**src/rtl/usb3_pipe_device_ltssm_responder.sv**
```systemverilog
// Device-side USB3 PIPE LTSSM responder: answers host TS1/TS2, walks Polling to U0.
// Define USB3_PIPE_RESP_STATS_EN to add saturating rx-set and abort counters.
module usb3_pipe_device_ltssm_responder #(
   parameter int DATA_BUS_WIDTH = 32,
   parameter int RX_TS_THRESH   = 8,
   parameter int TX_TS2_MIN     = 16,
   parameter int IDLE_WORDS     = 8,
   parameter int TIMEOUT_CYCLES = 65536
) (
   input  logic                      clk,
   input  logic                      rst_n,
   input  logic [DATA_BUS_WIDTH-1:0] rx_data,
   input  logic [3:0]                rx_datak,
   input  logic                      rx_valid,
   input  logic                      rx_elec_idle,
   input  logic [7:0]                link_func,
   output logic [DATA_BUS_WIDTH-1:0] tx_data,
   output logic [3:0]                tx_datak,
   output logic                      tx_elec_idle,
   output logic [2:0]                ltssm_state,
   output logic                      link_up,
   output logic                      timeout_err
`ifdef USB3_PIPE_RESP_STATS_EN
   ,
   output logic [15:0]               ts1_rx_cnt,
   output logic [15:0]               ts2_rx_cnt,
   output logic [7:0]                abort_cnt
`endif
);

   typedef enum logic [2:0] {
      ST_IDLE   = 3'd0,
      ST_ACTIVE = 3'd1,
      ST_CONFIG = 3'd2,
      ST_PIDLE  = 3'd3,
      ST_U0     = 3'd4
   } state_t;

   localparam logic [31:0] COM_WORD = 32'hBCBCBCBC;
   localparam logic [7:0]  ID_TS1   = 8'h4A;
   localparam logic [7:0]  ID_TS2   = 8'h45;
   localparam int          TO_W     = $clog2(TIMEOUT_CYCLES);
   localparam logic [TO_W-1:0] TO_LAST = TO_W'(TIMEOUT_CYCLES - 1);
   localparam logic [7:0]  RX_THR   = 8'(RX_TS_THRESH);
   localparam logic [7:0]  TS2_MIN  = 8'(TX_TS2_MIN);
   localparam logic [7:0]  IDLE_MIN = 8'(IDLE_WORDS);

   state_t          state_reg, state_next;
   logic [1:0]      wc_reg;
   logic            adv_reg;
   logic [TO_W-1:0] to_cnt_reg;
   logic            ts2_seen_reg;
   logic [7:0]      ts2_sent_reg, idle_sent_reg;

   logic            in_set_reg;
   logic [1:0]      pw_reg;
   logic [7:0]      set_id_reg, last_id_reg, rx_cnt_reg, rx_idle_cnt_reg;

   logic            rx_is_com, rx_is_idle, w1_ok, wn_ok, word_ok, set_done;
   logic            active, to_abort, abort, cond;
   logic [7:0]      tx_id;

   always_comb begin
      rx_is_com  = (rx_data == COM_WORD) && (rx_datak == 4'hF);
      rx_is_idle = (rx_data == '0) && (rx_datak == 4'h0);
      // Byte 5 (link functionality) is deliberately ignored on receive.
      w1_ok      = (rx_datak == 4'h0) && (rx_data[31:24] == rx_data[23:16]) &&
                   (rx_data[7:0] == 8'h00) &&
                   ((rx_data[31:24] == ID_TS1) || (rx_data[31:24] == ID_TS2));
      wn_ok      = (rx_datak == 4'h0) && (rx_data == {4{set_id_reg}});
      word_ok    = (pw_reg == 2'd1) ? w1_ok : wn_ok;
      set_done   = rx_valid && in_set_reg && (pw_reg == 2'd3) && wn_ok;
   end

   always_comb begin
      active   = (state_reg == ST_ACTIVE) || (state_reg == ST_CONFIG) || (state_reg == ST_PIDLE);
      to_abort = active && (to_cnt_reg == TO_LAST);
      abort    = to_abort || ((state_reg != ST_IDLE) && rx_elec_idle);
      cond     = 1'b0;
      case (state_reg)
         ST_ACTIVE: cond = (rx_cnt_reg >= RX_THR);
         ST_CONFIG: cond = (rx_cnt_reg >= RX_THR) && (last_id_reg == ID_TS2) &&
                           (ts2_sent_reg >= TS2_MIN);
         ST_PIDLE:  cond = (rx_idle_cnt_reg >= IDLE_MIN) && (idle_sent_reg >= IDLE_MIN);
         default:   cond = 1'b0;
      endcase
      // Normal advances wait for the last word of the current tx set.
      state_next = state_reg;
      if (abort) begin
         state_next = ST_IDLE;
      end else if (state_reg == ST_IDLE) begin
         if (rx_valid && rx_is_com && !rx_elec_idle) state_next = ST_ACTIVE;
      end else if ((wc_reg == 2'd3) && (adv_reg || cond)) begin
         case (state_reg)
            ST_ACTIVE: state_next = ST_CONFIG;
            ST_CONFIG: state_next = ST_PIDLE;
            ST_PIDLE:  state_next = ST_U0;
            default:   state_next = state_reg;
         endcase
      end
      tx_id = (state_reg == ST_CONFIG) ? ID_TS2 : ID_TS1;
   end

   always_ff @(posedge clk or negedge rst_n) begin
      if (!rst_n) begin
         in_set_reg      <= 1'b0;
         pw_reg          <= 2'd0;
         set_id_reg      <= 8'h00;
         last_id_reg     <= 8'h00;
         rx_cnt_reg      <= 8'h00;
         rx_idle_cnt_reg <= 8'h00;
      end else if (abort) begin
         in_set_reg      <= 1'b0;
         pw_reg          <= 2'd0;
         last_id_reg     <= 8'h00;
         rx_cnt_reg      <= 8'h00;
         rx_idle_cnt_reg <= 8'h00;
      end else if (rx_valid) begin
         if (!rx_is_idle)                  rx_idle_cnt_reg <= 8'h00;
         else if (rx_idle_cnt_reg != 8'hFF) rx_idle_cnt_reg <= rx_idle_cnt_reg + 8'd1;
         if (!in_set_reg) begin
            in_set_reg <= rx_is_com;
            pw_reg     <= 2'd1;
         end else if (!word_ok) begin
            // A mismatching COM word immediately opens a fresh set.
            rx_cnt_reg <= 8'h00;
            in_set_reg <= rx_is_com;
            pw_reg     <= 2'd1;
         end else if (pw_reg == 2'd3) begin
            in_set_reg  <= 1'b0;
            last_id_reg <= set_id_reg;
            if ((set_id_reg == last_id_reg) && (rx_cnt_reg != 8'h00)) begin
               if (rx_cnt_reg != 8'hFF) rx_cnt_reg <= rx_cnt_reg + 8'd1;
            end else begin
               rx_cnt_reg <= 8'd1;
            end
         end else begin
            if (pw_reg == 2'd1) set_id_reg <= rx_data[31:24];
            pw_reg <= pw_reg + 2'd1;
         end
      end
   end

   always_ff @(posedge clk or negedge rst_n) begin
      if (!rst_n) begin
         state_reg     <= ST_IDLE;
         wc_reg        <= 2'd0;
         adv_reg       <= 1'b0;
         to_cnt_reg    <= '0;
         ts2_seen_reg  <= 1'b0;
         ts2_sent_reg  <= 8'h00;
         idle_sent_reg <= 8'h00;
         tx_data       <= '0;
         tx_datak      <= 4'h0;
         tx_elec_idle  <= 1'b1;
         ltssm_state   <= 3'd0;
         link_up       <= 1'b0;
         timeout_err   <= 1'b0;
      end else begin
         state_reg   <= state_next;
         ltssm_state <= state_next;
         link_up     <= (state_next == ST_U0);
         timeout_err <= to_abort;
         if (state_next != state_reg) begin
            wc_reg        <= 2'd0;
            adv_reg       <= 1'b0;
            to_cnt_reg    <= '0;
            ts2_sent_reg  <= 8'h00;
            idle_sent_reg <= 8'h00;
         end else begin
            wc_reg <= (state_reg == ST_IDLE) ? 2'd0 : wc_reg + 2'd1;
            if (cond)   adv_reg    <= 1'b1;
            if (active) to_cnt_reg <= to_cnt_reg + TO_W'(1);
            if ((state_reg == ST_CONFIG) && ts2_seen_reg && (wc_reg == 2'd3) &&
                (ts2_sent_reg != 8'hFF))
               ts2_sent_reg <= ts2_sent_reg + 8'd1;
            if ((state_reg == ST_PIDLE) && (idle_sent_reg != 8'hFF))
               idle_sent_reg <= idle_sent_reg + 8'd1;
         end
         if (state_next == ST_IDLE)               ts2_seen_reg <= 1'b0;
         else if (set_done && (set_id_reg == ID_TS2)) ts2_seen_reg <= 1'b1;
         tx_elec_idle <= (state_reg == ST_IDLE);
         tx_data      <= '0;
         tx_datak     <= 4'h0;
         if ((state_reg == ST_ACTIVE) || (state_reg == ST_CONFIG)) begin
            case (wc_reg)
               2'd0: begin
                  tx_data  <= COM_WORD;
                  tx_datak <= 4'hF;
               end
               2'd1:    tx_data <= {tx_id, tx_id, link_func, 8'h00};
               default: tx_data <= {4{tx_id}};
            endcase
         end
      end
   end

`ifdef USB3_PIPE_RESP_STATS_EN
   always_ff @(posedge clk or negedge rst_n) begin
      if (!rst_n) begin
         ts1_rx_cnt <= 16'h0000;
         ts2_rx_cnt <= 16'h0000;
         abort_cnt  <= 8'h00;
      end else begin
         if (set_done && (set_id_reg == ID_TS1) && (ts1_rx_cnt != 16'hFFFF))
            ts1_rx_cnt <= ts1_rx_cnt + 16'd1;
         if (set_done && (set_id_reg == ID_TS2) && (ts2_rx_cnt != 16'hFFFF))
            ts2_rx_cnt <= ts2_rx_cnt + 16'd1;
         if (abort && (abort_cnt != 8'hFF))
            abort_cnt <= abort_cnt + 8'd1;
      end
   end
`endif

endmodule

```
**config.mk**
```make
export PLATFORM = sky130hd
export DESIGN_NAME = usb3_pipe_device_ltssm_responder
export DESIGN_NICKNAME = d
export VERILOG_FILES = /design/src/rtl/usb3_pipe_device_ltssm_responder.sv
export SDC_FILE = /design/constraint.sdc
export NUM_CORES = 1
export LEC_CHECK = 0
export BUFFER_PORTS_ARGS = -buffer_cell sky130_fd_sc_hd__buf_2
export CAP_MARGIN = 20
export CORE_ASPECT_RATIO = 0.9
export CORE_UTILIZATION = 61
export DETAILED_ROUTE_END_ITERATION = 10
export PLACE_DENSITY = 0.95
export SLEW_MARGIN = 20
export SYNTH_ARGS = -nofsm -noshare
export SYNTH_HDL_FRONTEND = slang
export SYNTH_SLANG_ARGS = --single-unit
export TNS_END_PERCENT = 50
```
**constraint.sdc**
```tcl
create_clock -name clk -period 6.2 [get_ports clk]
set_clock_uncertainty 0.1 [all_clocks]
set_input_delay 1.24 -clock clk [delete_from_list [all_inputs] [get_ports clk]]
set_output_delay 1.24 -clock clk [all_outputs]
set_load 0.02 [all_outputs]
```
==> results.json, run 1 <==
{
  "regArea_um2": 2400,
  "hpwlAfterDp_um": 8910,
  "antenna_found_initial": 0,
  "cts_resized": 0,
  "use_met3_pct": 6.89,
  "finalMaxSlewViolations": 0,
  "whs_path_depth": 1,
  "synth_ff_type": "dfrtp_1",
  "die_y_um": 90.5,
  "setup_viol": 0,
  "power_switching_mw": 0.460,
  "hold_violations": 0,
  "num-fill-cells": 577,
  "ant_nets": 0,
  "fin_util_pct": 72.0,
  "met2_usage_pct": 48.1,
  "yosys.area.top_type": "dfrtp_1",
  "dr.pass1.iters": 5,
  "power_density_nw_per_um2": 237,
  "fin_ws_ps": 2650,
  "path_class": "input port to flop",
  "clockBufferDepth": 2,
  "cts_root_buffer": "clkbuf_8",
  "clk_pin_slew_ps": 100,
  "cp_max_fo": 6,
  "grt_max_degree": 61,
  "ys_types": 58,
  "combPwrFrac_pct": 20.5,
  "rows": 31,
  "die_area_um2": 9080,
  "reg2regPathDepth": 5,
  "ios": 90,
  "yosysTopAreaCellShare_pct": 44.8,
  "status": "completed",
  "insertion_delay_ps": 370,
  "first_iter_violations": 361,
  "seq_power_share_pct": 49.0,
  "clockPowerShare_pct": 30.4,
  "grtUsageMet1_pct": 37.6,
  "antenna_cells": 0,
  "sw_frac_of_total_pct": 32.8,
  "drv_cap": 0,
  "synthArstFlopShare_pct": 100,
  "cts_tree": "done",
  "syn_to_final_growth_pct": 11.6,
  "io_buffers": 89,
  "place_ws_ps": 1920,
  "fin_hold_ws_ps": 435,
  "timing.final.crit_share_pct": 57.2,
  "gp_congestion": 0.941,
  "cts_made_buffers": 9,
  "start_kind": "input port",
  "fp.dieW_um": 100,
  "yosysWarnings": 0,
  "grt_pass1_vias": 4641,
  "track_usage_pct": 29.7,
  "nNetsFinal": 695,
  "synth_area_per_cell_um2": 9.41,
  "cts_hold_buf": 0,
  "fmax_mhz": 282,
  "p_leak_nw": 2.84,
  "tightest_slew_ps": 795,
  "hold_class": "flop to flop",
  "yosys-top-cells-area": "dfrtp_1 45%, nor2_1 6.7%, xnor2_1 5.3%, ha_1 3.5%, xor2_1 3.3%",
  "cts.sinks": 96,
  "seq_area_frac_synth_pct": 45.3,
  "routed_wl_um": 12700,
  "multi_input_area_um2": 2610,
  "cp.arrival_ps": 3700,
  "synth_edf_count": 0,
  "viasPerCell": 6.04,
  "core_area_um2": 8220,
  "top_usage_layer": "met2",
  "synthCells": 564,
  "totalPowerFinal_mw": 1.40,
  "synth_nets": 627,
  "end_kind": "flop",
  "p_int_mw": 0.941,
  "vdd_ir_drop_max_v": 0.000140,
  "htree_levels": 3,
  "ys_ff_latch": 96,
  "post-cts-setup-buffer-count": 0,
  "dr_total_vias": 4539,
  "grt_pass1_wl_um": 21500,
  "yosys-top-cells-count": "95 x dfrtp_1, 95 x nor2_1, 37 x nand2_1, 32 x xnor2_1, 24 x inv_1",
  "syn-cell-area_um2": 5310,
  "grt_overflow_total": 0,
  "initial_core_util_pct": 64.5,
  "max-slew-margin-rel_pct": 46.5,
  "required_ps": 6350,
  "drc_errors": 0,
  "drive_above_1_share_pct": 19.8,
  "wl_per_cell_um": 16.9,
  "period_needed_ps": 3550,
  "largest_register_ffs": 18,
  "grt_setup_unrepaired": "false",
  "setup_tns_ps": 0
}
-- layout by cell type, fill, tap and decap left out, drive strengths merged, types with 6 or more instances in the layout --
| cell | n |
|---|---|
| nor2 | 95 |
| dfrtp | 95 |
| buf | 92 |
| nand2 | 37 |
| xnor2 | 32 |
| inv | 26 |
| nand4 | 23 |
| a21oi | 22 |
| xor2 | 20 |
| nand3 | 19 |
| o21ai | 16 |
| ha | 15 |
| nor3 | 14 |
| mux2i | 13 |
| or4 | 10 |
| and3 | 9 |
| clkbuf | 9 |
| nor4 | 9 |
| a31oi | 6 |
| and2 | 6 |
-- worst max-delay path, cell delays in order --
cell      delay, ps
buf_2           120
or4_1           510
a222oi_1        340
nor4b_4         340
nand4b_4        200
a21oi_1         410
buf_4           260
mux2i_1         220
nor2_1           60
-- metal layers --
| metal | routed length, µm | vias to the layer above |
|---|---|---|
| li1 | - | 2078 |
| met1 | 5100 | 2205 |
| met2 | 6270 | 215 |
| met3 | 975 | 41 |
| met4 | 338 | 0 |
| met5 | 0 | - |
-- path summary, 6_finish.rpt --
kind / from / to / slack (ps)
min in group asynchronous: rst_n / to_cnt_reg[7]$_DFFE_PN0P_ / 720
worst min-delay path: rx_cnt_reg[4]$_DFFE_PN0P_ / rx_cnt_reg[4]$_DFFE_PN0P_ / 440
max in group asynchronous: rst_n / state_reg[1]$_DFF_PN0_ / 4160
worst max register to register: state_reg[1]$_DFF_PN0_ / set_id_reg[0]$_DFFE_PN0P_ / 3100
worst max-delay path: rx_data[1] / last_id_reg[4]$_DFFE_PN0P_ / 2650
worst min register to register: rx_cnt_reg[4]$_DFFE_PN0P_ / rx_cnt_reg[4]$_DFFE_PN0P_ / 440
-- cell families (layout without fill, tap and decap cells) --
family	Yosys count	in the layout	share of synthesized area (%)
AO/OA/AOI/OAI	73	73	9.06
multiplexers	17	17	3.30
buffers and inverters	59	132	5.61
adder cells (fa/ha/maj)	15	15	3.54
flip-flops	96	96	45.3
AND/OR/NAND/NOR	252	252	24.6
XOR/XNOR	52	52	8.58
-- power groups by stage --
| stage | logic (mW) | clock network (mW) | registers (mW) |
|---|---|---|---|
| 6_report | 0.287 | 0.427 | 0.687 |
| 5_1_grt | 0.317 | 0.452 | 0.692 |
| 4_1_cts | 0.287 | 0.427 | 0.687 |
| 3_5_place_dp | 0.286 | 0 | 0.698 |
| 3_3_place_gp | 0.276 | 0 | 0.695 |
| 2_1_floorplan | 0.180 | 0 | 0.719 |
-- layout make-up --
cell class | count | share of cell area (%)
multi-input combinational | 409 | 44.1
sequential | 96 | 40.6
timing repair buffer | 92 | 7.95
tap | 115 | 2.43
clock buffer | 9 | 2.09
inverter | 24 | 1.52
clock inverter | 7 | 1.35
-- stage by stage --
step / area (µm²) / cells
floorplan: 5310 / 564
global placement: 5710 / 735
detailed placement: 5710 / 735
CTS: 5910 / 751
global route: 5920 / 752
finish: 5920 / 752
Power figures use the tool's default switching activity.
==> run 2, diff against run 1 <==
ABC_AREA = 1   (was default)
CORE_UTILIZATION = 52   (was 61)
PLACE_DENSITY = 0.88   (was 0.95)
clock period = 2.98 ns   (was 6.2 ns; I/O delays follow)
==> run 2 against run 1 <==
Compared with the run above:
- via count up 18%
- die area grew 29%
- sequential share of layout area is 4.9 points lower
- utilization fell by 10 points
- combinational power fell by 47%
- design area grew 14%
- wire length rose by 11%
- total power grew 100%
- largest cell class unchanged
- largest power group is now the clock network
- highest routed layer unchanged
==> results.json, run 2 <==
{
  "yosysWarnings": 0,
  "io_buffers": 89,
  "rows": 36,
  "yosys-top-cells-count": "158 x nand2_1, 107 x inv_1, 95 x dfrtp_1, 77 x nor2_1, 57 x nand3_1",
  "timing.final.crit_share_pct": 91.6,
  "cts_tree": "done",
  "hold_violations": 0,
  "dr_total_vias": 5375,
  "synthCells": 770,
  "syn-cell-area_um2": 5880,
  "core_area_um2": 10900,
  "ant_nets": 0,
  "period_needed_ps": 2730,
  "clockPowerShare_pct": 48.1,
  "initial_core_util_pct": 54.0,
  "combPwrFrac_pct": 5.4,
  "ios": 90,
  "drc_errors": 0,
  "drive_above_1_share_pct": 19.2,
  "tightest_slew_ps": 666,
  "clockBufferDepth": 2,
  "p_int_mw": 2.18,
  "crit_start": "state_reg[0]$_DFF_PN0_",
  "timing.critical_path.mode_cell": "nand2_1",
  "max-slew-margin-rel_pct": 55.6,
  "grt_pass1_vias": 4939,
  "nNetsFinal": 908,
  "synth.most_common_cell": "nand2_1",
  "fin_hold_ws_ps": 159,
  "sw_frac_of_total_pct": 22.1,
  "yosys.area.top_type": "dfrtp_1",
  "insertion_delay_ps": 350,
  "gp_congestion": 0.957,
  "synth_ff_type": "dfrtp_1",
  "antenna_cells": 0,
  "cp_max_fo": 25,
  "finalMaxSlewViolations": 0,
  "synth_edf_count": 0,
  "htree_levels": 3,
  "start_kind": "flop",
  "hpwlAfterDp_um": 10300,
  "status": "completed",
  "totalPowerFinal_mw": 2.80,
  "largest_register_ffs": 18,
  "slowest_stage": "dfrtp_1",
  "p_leak_nw": 3.42,
  "dr.pass1.iters": 5,
  "setup_viol": 0,
  "critPathMaxStageDelay_ps": 450,
  "syn_to_final_growth_pct": 14.4,
  "grt_overflow_total": 0,
  "final_cell_mix": "158 x nand2_1, 107 x inv_1, 95 x dfrtp_1, 88 x buf_2, 77 x nor2_1",
  "r2r_start": "state_reg[0]$_DFF_PN0_",
  "grt_pass1_wl_um": 23200,
  "power_density_nw_per_um2": 417,
  "path_class": "flop to flop",
  "fp.dieW_um": 114,
  "cts_hold_buf": 0,
  "first_iter_violations": 464,
  "synthArstFlopShare_pct": 100,
  "path_cells": "inv_1 > nand3_2 > nand2_4 > nor2_8 > inv_2 > nor2_4 > o21ai_4 > inv_4 > nand2_1 > nand2_1 > nand2_1 > nor2_2 > nand2_4 > buf_12 > nor2_2",
  "vdd_ir_drop_max_v": 0.000222,
  "cts_root_buffer": "clkbuf_16",
  "worst_path_dominant_cell_family": "simple AND/OR/NAND/NOR gates",
  "setup_tns_ps": 0,
  "routed_wl_um": 14100,
  "die_y_um": 103,
  "yosys-top-cells-area": "dfrtp_1 40%, nand2_1 10%, inv_1 6.8%, nor2_1 4.9%, nand3_1 4.8%",
  "seq_power_share_pct": 46.5,
  "cts.sinks": 96,
  "post-cts-setup-buffer-count": 0,
  "die_area_um2": 11700,
  "synth_nets": 833,
  "cp_num_buf_inv": 4,
  "grt_max_degree": 52,
  "viasPerCell": 5.36,
  "track_usage_pct": 25.2,
  "cp.arrival_ps": 2870,
  "clk_pin_slew_ps": 70,
  "hold_class": "input port to async pin",
  "ys_types": 42,
  "layout_commonest_cell": "nand2_1",
  "power_switching_mw": 0.620,
  "end_kind": "flop",
  "synth_area_per_cell_um2": 7.64,
  "ys_ff_latch": 96,
  "seq_area_frac_synth_pct": 40.9,
  "fin_util_pct": 61.7,
  "cts_made_buffers": 9,
  "num-fill-cells": 954,
  "required_ps": 3120,
  "cts_resized": 0,
  "wl_per_cell_um": 14.1,
  "antenna_found_initial": 0,
  "yosysTopAreaCellShare_pct": 40.4,
  "grt_setup_unrepaired": "false",
  "drv_cap": 0,
  "fmax_mhz": 366
}
[run 2: cell types whose count changed after synthesis, sizes merged, moves of 8 or more]
cell | previous run | this run
and3 | 9 | 1
o21ai | 16 | 38
mux2i | 13 | 1
nor2 | 95 | 114
xor2 | 20 | 28
or4 | 10 | 0
nand3 | 19 | 59
nand2 | 37 | 160
xnor2 | 32 | 11
nor3 | 14 | 23
inv | 24 | 113
[run 2: path summary, 6_finish.rpt]
kind / slack (ps) / depth (start not counted) / to
max: 250 / 15 / to_cnt_reg[4]$_DFFE_PN0P_
min: 160 / 1 / rx_cnt_reg[4]$_DFFE_PN0P_
max reg2reg: 250 / 15 / to_cnt_reg[4]$_DFFE_PN0P_
min reg2reg: 420 / 1 / ts2_seen_reg$_DFFE_PN0P_
max in group asynchronous: 1900 / 2 / tx_elec_idle$_DFF_PN1_
min in group clk: 400 / 3 / tx_data[14]$_DFF_PN0_
[run 2: layout make-up]
class	count	area [µm²]	area share [%]
inverters	113	427	6.34
repair buffers	94	510	7.59
multi-input cells	531	2850	42.3
clock inverters	7	126	1.88
clock buffers	9	225	3.35
well taps	152	190	2.83
flip-flops and latches	96	2400	35.7
[run 2: cells by family (layout without fill, tap and decap cells)]
group	after synthesis	count (layout)	share of synthesized area (%)
adders and majority gates	15	15	3.19
buffers and inverters	143	223	10.7
AOI/OAI and AO/OA	73	73	7.12
DFF	96	96	40.9
muxes	1	1	0.170
and+or+nand+nor	403	403	32.1
xor gates and xnor gates	39	39	5.81
[run 2: per-stage QoR]
step | setup WS (ps) | area [µm²] | cells
CTS | 320 | 6730 | 1002
detailed placement | 331 | 6380 | 986
finish | 249 | 6730 | 1002
global placement | 367 | 6380 | 986
global route | 85.5 | 6730 | 1002
floorplan | 739 | 5880 | 770
[run 2: routing by layer]
metal,wire length [µm],up-vias,GRT usage [%]
met5,0,-,0
met4,220,0,7.39
met3,1010,22,5.53
met2,6540,240,40.0
met1,6340,2512,34.8
li1,-,2601,-
[run 2: power groups by stage]
stage	Combinational, mW	Clock [mW]	Sequential, mW
after floorplan	0.0582	0	1.33
after global placement	0.150	0	1.33
after detailed placement	0.149	0	1.33
after CTS	0.150	1.37	1.30
after global routing	0.170	1.43	1.30
final	0.151	1.35	1.30
